File: config.mk
export PLATFORM = sky130hd
export DESIGN_NAME = vending_credit_fsm
export DESIGN_NICKNAME = d
export VERILOG_FILES = /design/src/rtl/vending_credit_fsm.sv
export SDC_FILE = /design/constraint.sdc
export NUM_CORES = 1
export LEC_CHECK = 0
export CAP_MARGIN = 20
export CORE_ASPECT_RATIO = 0.75
export CORE_MARGIN = 4
export CORE_UTILIZATION = 50
export DETAILED_ROUTE_END_ITERATION = 16
export PLACE_DENSITY = 0.75
export SYNTH_ARGS = -nofsm -noshare
export SYNTH_HDL_FRONTEND = slang
export SYNTH_SLANG_ARGS = --single-unit
File: constraint.sdc
create_clock -name clk -period 3.1 [get_ports clk]
set_input_delay 0.465 -clock clk [delete_from_list [all_inputs] [get_ports clk]]
set_output_delay 0.465 -clock clk [all_outputs]
set_load 0.01 [all_outputs]
File: src/rtl/vending_credit_fsm.sv
// vending_credit_fsm: coin credit accumulator and item vend controller.
// Returns change one paced coin at a time, largest coin first.
module vending_credit_fsm #(
    parameter int NUM_ITEMS  = 4,
    parameter int ITEM_W     = 2,
    parameter int PRICE      = 35,
    parameter int MAX_CREDIT = 100,
    parameter int CREDIT_W   = 8,
    parameter int STOCK_W    = 4,
    parameter int STOCK_INIT = 5
) (
    input  logic                clk,
    input  logic                rst_n,
    input  logic                coin_nickel,
    input  logic                coin_dime,
    input  logic                coin_quarter,
    input  logic                btn_select,
    input  logic [ITEM_W-1:0]   item_sel,
    input  logic                btn_cancel,
    input  logic                vend_ack,
    input  logic                change_ack,
    output logic [CREDIT_W-1:0] credit,
    output logic                vend_valid,
    output logic [ITEM_W-1:0]   vend_item,
    output logic                change_valid,
    output logic [1:0]          change_coin,
    output logic                coin_reject,
    output logic                sold_out,
    output logic                insufficient,
    output logic [2:0]          state_code
);
    typedef enum logic [2:0] {
        IDLE   = 3'b000,
        CREDIT = 3'b001,
        VEND   = 3'b100,
        CHANGE = 3'b101
    } state_t;

    localparam logic [CREDIT_W-1:0] NICKEL_C  = CREDIT_W'(5);
    localparam logic [CREDIT_W-1:0] DIME_C    = CREDIT_W'(10);
    localparam logic [CREDIT_W-1:0] QUARTER_C = CREDIT_W'(25);
    localparam logic [CREDIT_W-1:0] PRICE_C   = CREDIT_W'(PRICE);
    localparam logic [CREDIT_W:0]   MAX_C     = (CREDIT_W+1)'(MAX_CREDIT);

    state_t              state_q, state_d;
    logic [CREDIT_W-1:0] credit_q, credit_d;
    logic [STOCK_W-1:0]  stock_q [NUM_ITEMS];
    logic [STOCK_W-1:0]  stock_d [NUM_ITEMS];
    logic                vend_valid_q, vend_valid_d;
    logic [ITEM_W-1:0]   vend_item_q, vend_item_d;
    logic                change_valid_q, change_valid_d;
    logic                coin_reject_q, coin_reject_d;
    logic                sold_out_q, sold_out_d;
    logic                insufficient_q, insufficient_d;

    logic [CREDIT_W-1:0] coin_val, chg_val;
    logic [CREDIT_W:0]   coin_sum;
    logic                any_coin, multi_coin, item_valid, cancel_go, vend_go;
    logic [STOCK_W-1:0]  sel_stock;

    assign coin_val   = coin_quarter ? QUARTER_C : coin_dime ? DIME_C : coin_nickel ? NICKEL_C : '0;
    assign any_coin   = coin_nickel | coin_dime | coin_quarter;
    assign multi_coin = (coin_nickel & coin_dime) | (coin_nickel & coin_quarter) | (coin_dime & coin_quarter);
    assign coin_sum   = {1'b0, credit_q} + {1'b0, coin_val};
    assign chg_val    = credit_q >= QUARTER_C ? QUARTER_C : credit_q >= DIME_C ? DIME_C : NICKEL_C;
    assign item_valid = int'(item_sel) < NUM_ITEMS;

    always_comb begin
        sel_stock = '0;
        for (int i = 0; i < NUM_ITEMS; i++)
            if (int'(item_sel) == i) sel_stock = stock_q[i];
    end

    always_comb begin
        state_d        = state_q;
        credit_d       = credit_q;
        stock_d        = stock_q;
        vend_valid_d   = vend_valid_q;
        vend_item_d    = vend_item_q;
        change_valid_d = change_valid_q;
        coin_reject_d  = 1'b0;
        sold_out_d     = 1'b0;
        insufficient_d = 1'b0;
        cancel_go      = 1'b0;
        vend_go        = 1'b0;
        case (state_q)
            IDLE, CREDIT: begin
                cancel_go = state_q == CREDIT && btn_cancel && credit_q != '0;
                if (cancel_go) begin
                    state_d        = CHANGE;
                    change_valid_d = 1'b1;
                    coin_reject_d  = any_coin;
                end else begin
                    if (state_q == CREDIT && btn_select) begin
                        if (credit_q < PRICE_C) insufficient_d = 1'b1;
                        else if (!item_valid || sel_stock == '0) sold_out_d = 1'b1;
                        else vend_go = 1'b1;
                    end
                    if (vend_go) begin
                        state_d       = VEND;
                        credit_d      = credit_q - PRICE_C;
                        vend_item_d   = item_sel;
                        vend_valid_d  = 1'b1;
                        coin_reject_d = any_coin;
                    end else if (any_coin) begin
                        if (coin_sum <= MAX_C) begin
                            credit_d      = coin_sum[CREDIT_W-1:0];
                            state_d       = CREDIT;
                            coin_reject_d = multi_coin;
                        end else coin_reject_d = 1'b1;
                    end
                end
            end
            VEND: begin
                coin_reject_d = any_coin;
                if (vend_ack) begin
                    vend_valid_d = 1'b0;
                    for (int i = 0; i < NUM_ITEMS; i++)
                        if (int'(vend_item_q) == i && stock_q[i] != '0) stock_d[i] = stock_q[i] - STOCK_W'(1);
                    state_d        = credit_q != '0 ? CHANGE : IDLE;
                    change_valid_d = credit_q != '0;
                end
            end
            CHANGE: begin
                coin_reject_d = any_coin;
                if (change_valid_q && change_ack) begin
                    credit_d       = credit_q - chg_val;
                    change_valid_d = 1'b0;
                    if (credit_q == chg_val) state_d = IDLE;
                end else if (!change_valid_q) begin
                    change_valid_d = credit_q != '0;
                    if (credit_q == '0) state_d = IDLE;
                end
            end
            default: begin
                state_d        = IDLE;
                credit_d       = '0;
                vend_valid_d   = 1'b0;
                change_valid_d = 1'b0;
            end
        endcase
    end

    always_ff @(posedge clk or negedge rst_n) begin
        if (!rst_n) begin
            state_q        <= IDLE;
            credit_q       <= '0;
            for (int i = 0; i < NUM_ITEMS; i++) stock_q[i] <= STOCK_W'(STOCK_INIT);
            vend_valid_q   <= 1'b0;
            vend_item_q    <= '0;
            change_valid_q <= 1'b0;
            coin_reject_q  <= 1'b0;
            sold_out_q     <= 1'b0;
            insufficient_q <= 1'b0;
        end else begin
            state_q        <= state_d;
            credit_q       <= credit_d;
            stock_q        <= stock_d;
            vend_valid_q   <= vend_valid_d;
            vend_item_q    <= vend_item_d;
            change_valid_q <= change_valid_d;
            coin_reject_q  <= coin_reject_d;
            sold_out_q     <= sold_out_d;
            insufficient_q <= insufficient_d;
        end
    end

    // Coin code follows registered credit, so it cannot change while presented.
    assign change_coin  = !change_valid_q ? 2'b00 :
                          credit_q >= QUARTER_C ? 2'b11 : credit_q >= DIME_C ? 2'b10 : 2'b01;
    assign credit       = credit_q;
    assign vend_valid   = vend_valid_q;
    assign vend_item    = vend_item_q;
    assign change_valid = change_valid_q;
    assign coin_reject  = coin_reject_q;
    assign sold_out     = sold_out_q;
    assign insufficient = insufficient_q;
    assign state_code   = state_q;
endmodule

==> results.toml, run 1 <==
[run_status]
status = "finished, final reports clean"

[clock_network]
clk_latency_ns = 0.30
cts_sinks = 33
clock_path_buffers = 2
cts_buffers = 5
clkSlewWorstSetupHoldPaths_ns = 0.08
clockRootBuffer = "clkbuf_8"
htree_levels = 2
cts_tree = "yes"

[worst_setup_path]
critical_path.max_stage_delay_ns = 0.49
crit_path_top_delay_cell = "clkdlybuf4s50_1"
start_kind = "input port"
required_ns = 3.29
critical_path_arrival_ns = 3.21
criticalPathCategory = "in -> reg"
cp_cell_sequence = "clkdlybuf4s50_1 > inv_1 > a21o_1 > ha_1 > fa_1 > buf_4 > xnor2_1 > nor2_1 > o311a_1 > or3_1 > o311ai_1"
crit_fanout = 3
end_kind = "flip-flop"

[sta]
slew_violations = 0
fin_ws_ns = 0.0877
grt_setup_unrepaired = "false"
slew_headroom_pct = 60.5
setup_viol = 0
finalSetupTns_ns = 0
finalCritPeriodShare_pct = 97.2
hold_viol_final = 0
fin_skew_ns = 0.00818
worstMarginPinSlew_ns = 0.591
finalCriticalPeriod_ns = 3.01
whs_ns = 0.481
timing.fmax_mhz = 332

[layout]
final_cell_area_mm2 = 0.00346
antenna_cells = 0
multi_input_area_mm2 = 0.00172
layout-area-overhead-vs-synth_pct = 27.1
drive_gt1_share_pct = 23.1
fillers = 393
nNetsFinal = 399
seqCellArea_um2 = 838

[placed_design]
place_area_mm2 = 0.00330
pre_cts_slack_ns = -0.241
gp_congestion = 0.936
hpwl_um = 5530
io_buffer_count = 29

[power]
combPwrFrac_pct = 7.6
p_int_uw = 707
clockPowerShare_pct = 46.1
max-vdd-ir-drop_uv = 395
power_leakage_uw = 0.00160
sw_frac_of_total_pct = 24.1
powerDensity_mw_per_mm2 = 269
pwr-share-seq_pct = 46.3
switchingPower_uw = 224

[synthesis]
ys.warnings.count = 0
netlist_area_mm2 = 0.00272
synth_edf_count = 0
synth_common_cells = "27 x nand2_1, 25 x dfrtp_1, 24 x inv_1, 19 x ha_1, 19 x nor2_1"
yosysTopAreaCell = "dfrtp_1"
synth.ff_latch_count = 33
synth_cells = 302
syn_nets = 334
synth.most_common_cell = "nand2_1"
synth_seq_area_share_pct = 30.7
postSynthAreaPerCell_um2 = 9.01
synth_top_area_share_pct = 23.0
synth.distinct_cells = 68
async_flop_share_pct = 100
synth_flop_cell = "dfrtp_1"
synth_area_leaders = "dfrtp_1 23%, ha_1 8.7%, dfstp_2 7.7%, xnor2_1 5.2%, nand2_1 3.7%"

[global_routing]
grt_max_degree = 34
antenna_found_initial = 0
grt-ovfl-total = 0
grt_pass1_wl_um = 11700
grt_pass1_vias = 2359
track_usage_pct = 22.3

[drt]
drcViolationCount = 0
drt_wl_total_um = 7210
route.vias.total = 2556
drt-initial-drc-count = 349
vias_per_cell = 5.81
antenna_left = 0
dr.pass1.iters = 5
routedWlPerCell_um = 16.4

[die]
die_h_um = 71.9
dieArea_mm2 = 0.00670
die_x_um = 93.2
design.core.area_mm2 = 0.00506
initial_core_util_pct = 53.7
ioPinCount = 31
rows = 22

[run]
maxCapViolations = 0

[min_path]
hold_path.class = "reg -> reg"
## layout by cell type, fill, tap and decap left out, types with 2 or more instances in the layout
cell type and n:
a21oi_1 18, mux2_2 5, clkdlybuf4s50_1 29, nand3_1 12, nor2b_1 2, and2_1 4
or4_1 2, xnor2_1 16, a211o_1 3, xor2_1 6, ha_1 19, a221oi_1 2
clkbuf_8 5, nor2_1 19, dfstp_2 8, a211oi_1 5, dfrtp_1 23, nand2_1 27
o21ai_0 12, mux2_1 3, nor3_1 8, o221ai_1 6, and3_1 4, o31ai_1 3
a31oi_1 2, buf_4 41, nand4_1 3, or3_1 3, o311ai_1 2, dfrtp_2 2
nor4b_1 2, o21a_1 2, and3_4 2, inv_1 23, a21o_1 4
## through the flow
step	util, %	cells	total power [µW]
after floorplan	-	302	467
after global placement	65.1	431	509
after detailed placement	65.1	431	510
after CTS	67.7	440	933
after global routing	68.3	440	966
final	68.3	440	931
## worst paths after layout
| kind | startpoint | end | slack (ns) | cells after the start |
|---|---|---|---|---|
| worst min-delay path | stock_q[15]$_DFFE_PN0P_ | stock_q[15]$_DFFE_PN0P_ | 0.48 | 1 |
| max in group asynchronous | rst_n | stock_q[14]$_DFFE_PN1P_ | 2.19 | 2 |
| worst max-delay path | coin_dime | state_code[0]$_DFFE_PN0P_ | 0.09 | 11 |
| worst max register to register | credit[0]$_DFFE_PN0P_ | credit[7]$_DFFE_PN0P_ | 0.15 | 12 |
| min in group asynchronous | rst_n | stock_q[1]$_DFFE_PN0P_ | 0.57 | 2 |
| worst min register to register | stock_q[15]$_DFFE_PN0P_ | stock_q[15]$_DFFE_PN0P_ | 0.48 | 1 |
## sequential cells by signal, indices dropped and copies added (netlist names)
name and cells:
change_valid 1, stock_q 16, vend_item 2, state_code 2, credit 8, insufficient 1
sold_out 1, vend_valid 1, coin_reject 1
## cells by family (layout without fill, tap and decap cells)
family,Yosys count,after routing,synth area share (%)
AND/OR/NAND/NOR,100,100,19.2
multiplexers,9,9,3.68
XOR/XNOR,22,22,7.08
other,1,1,0.138
adder cells (fa/ha/maj),21,21,10.2
flip-flops,33,33,30.7
buffers and inverters,37,103,7.27
AO/OA/AOI/OAI,79,79,21.7
## metal layers
metal | track usage (%) | wire (µm) | vias to the layer above
met5 | 0 | 0 | -
met4 | 6.18 | 129 | 0
met3 | 7.35 | 638 | 15
met2 | 32.2 | 3070 | 111
met1 | 31.7 | 3380 | 1197
li1 | - | - | 1233
## final cells by class
class                      instances  share of cell area (%)
tap                               72                    2.61
timing repair buffer              70                    17.3
inverter                          25                    2.71
clock buffer                       5                    1.99
multi-input combinational        232                    49.8
clock inverter                     3                    1.34
sequential                        33                    24.2
## power by group through the flow
stage	Sequential (µW)	Clock (µW)	Combinational, µW
final	431	429	70.6
after global routing	431	457	77.4
after CTS	431	431	71.2
after detailed placement	439	0	70.6
after global placement	439	0	69.9
after floorplan	440	0	27.1
## critical path: cells and delay by family
| kind | cells | cell delay, ns |
|---|---|---|
| AO/OA/AOI/OAI | 3 | 0.80 |
| adder cells (fa/ha/maj) | 2 | 0.59 |
| XOR/XNOR | 1 | 0.20 |
| buffers and inverters | 3 | 0.70 |
| AND/OR/NAND/NOR | 2 | 0.46 |
## what timing repair did
action	CTS	global route
gates resized for setup	3	7
setup buffers	1	0
pin swaps	0	1
endpoints found under the hold margin	0	0
hold buffers	0	0
setup endpoints to repair	2	7
(Power assumes the default switching activity.)
==> run 2, diff against run 1 <==
- CTS_CLUSTER_DIAMETER: unset -> 30
==> results of run 2 <==
Same layout as run 1: the final DEF is identical, and so are final timing and power.
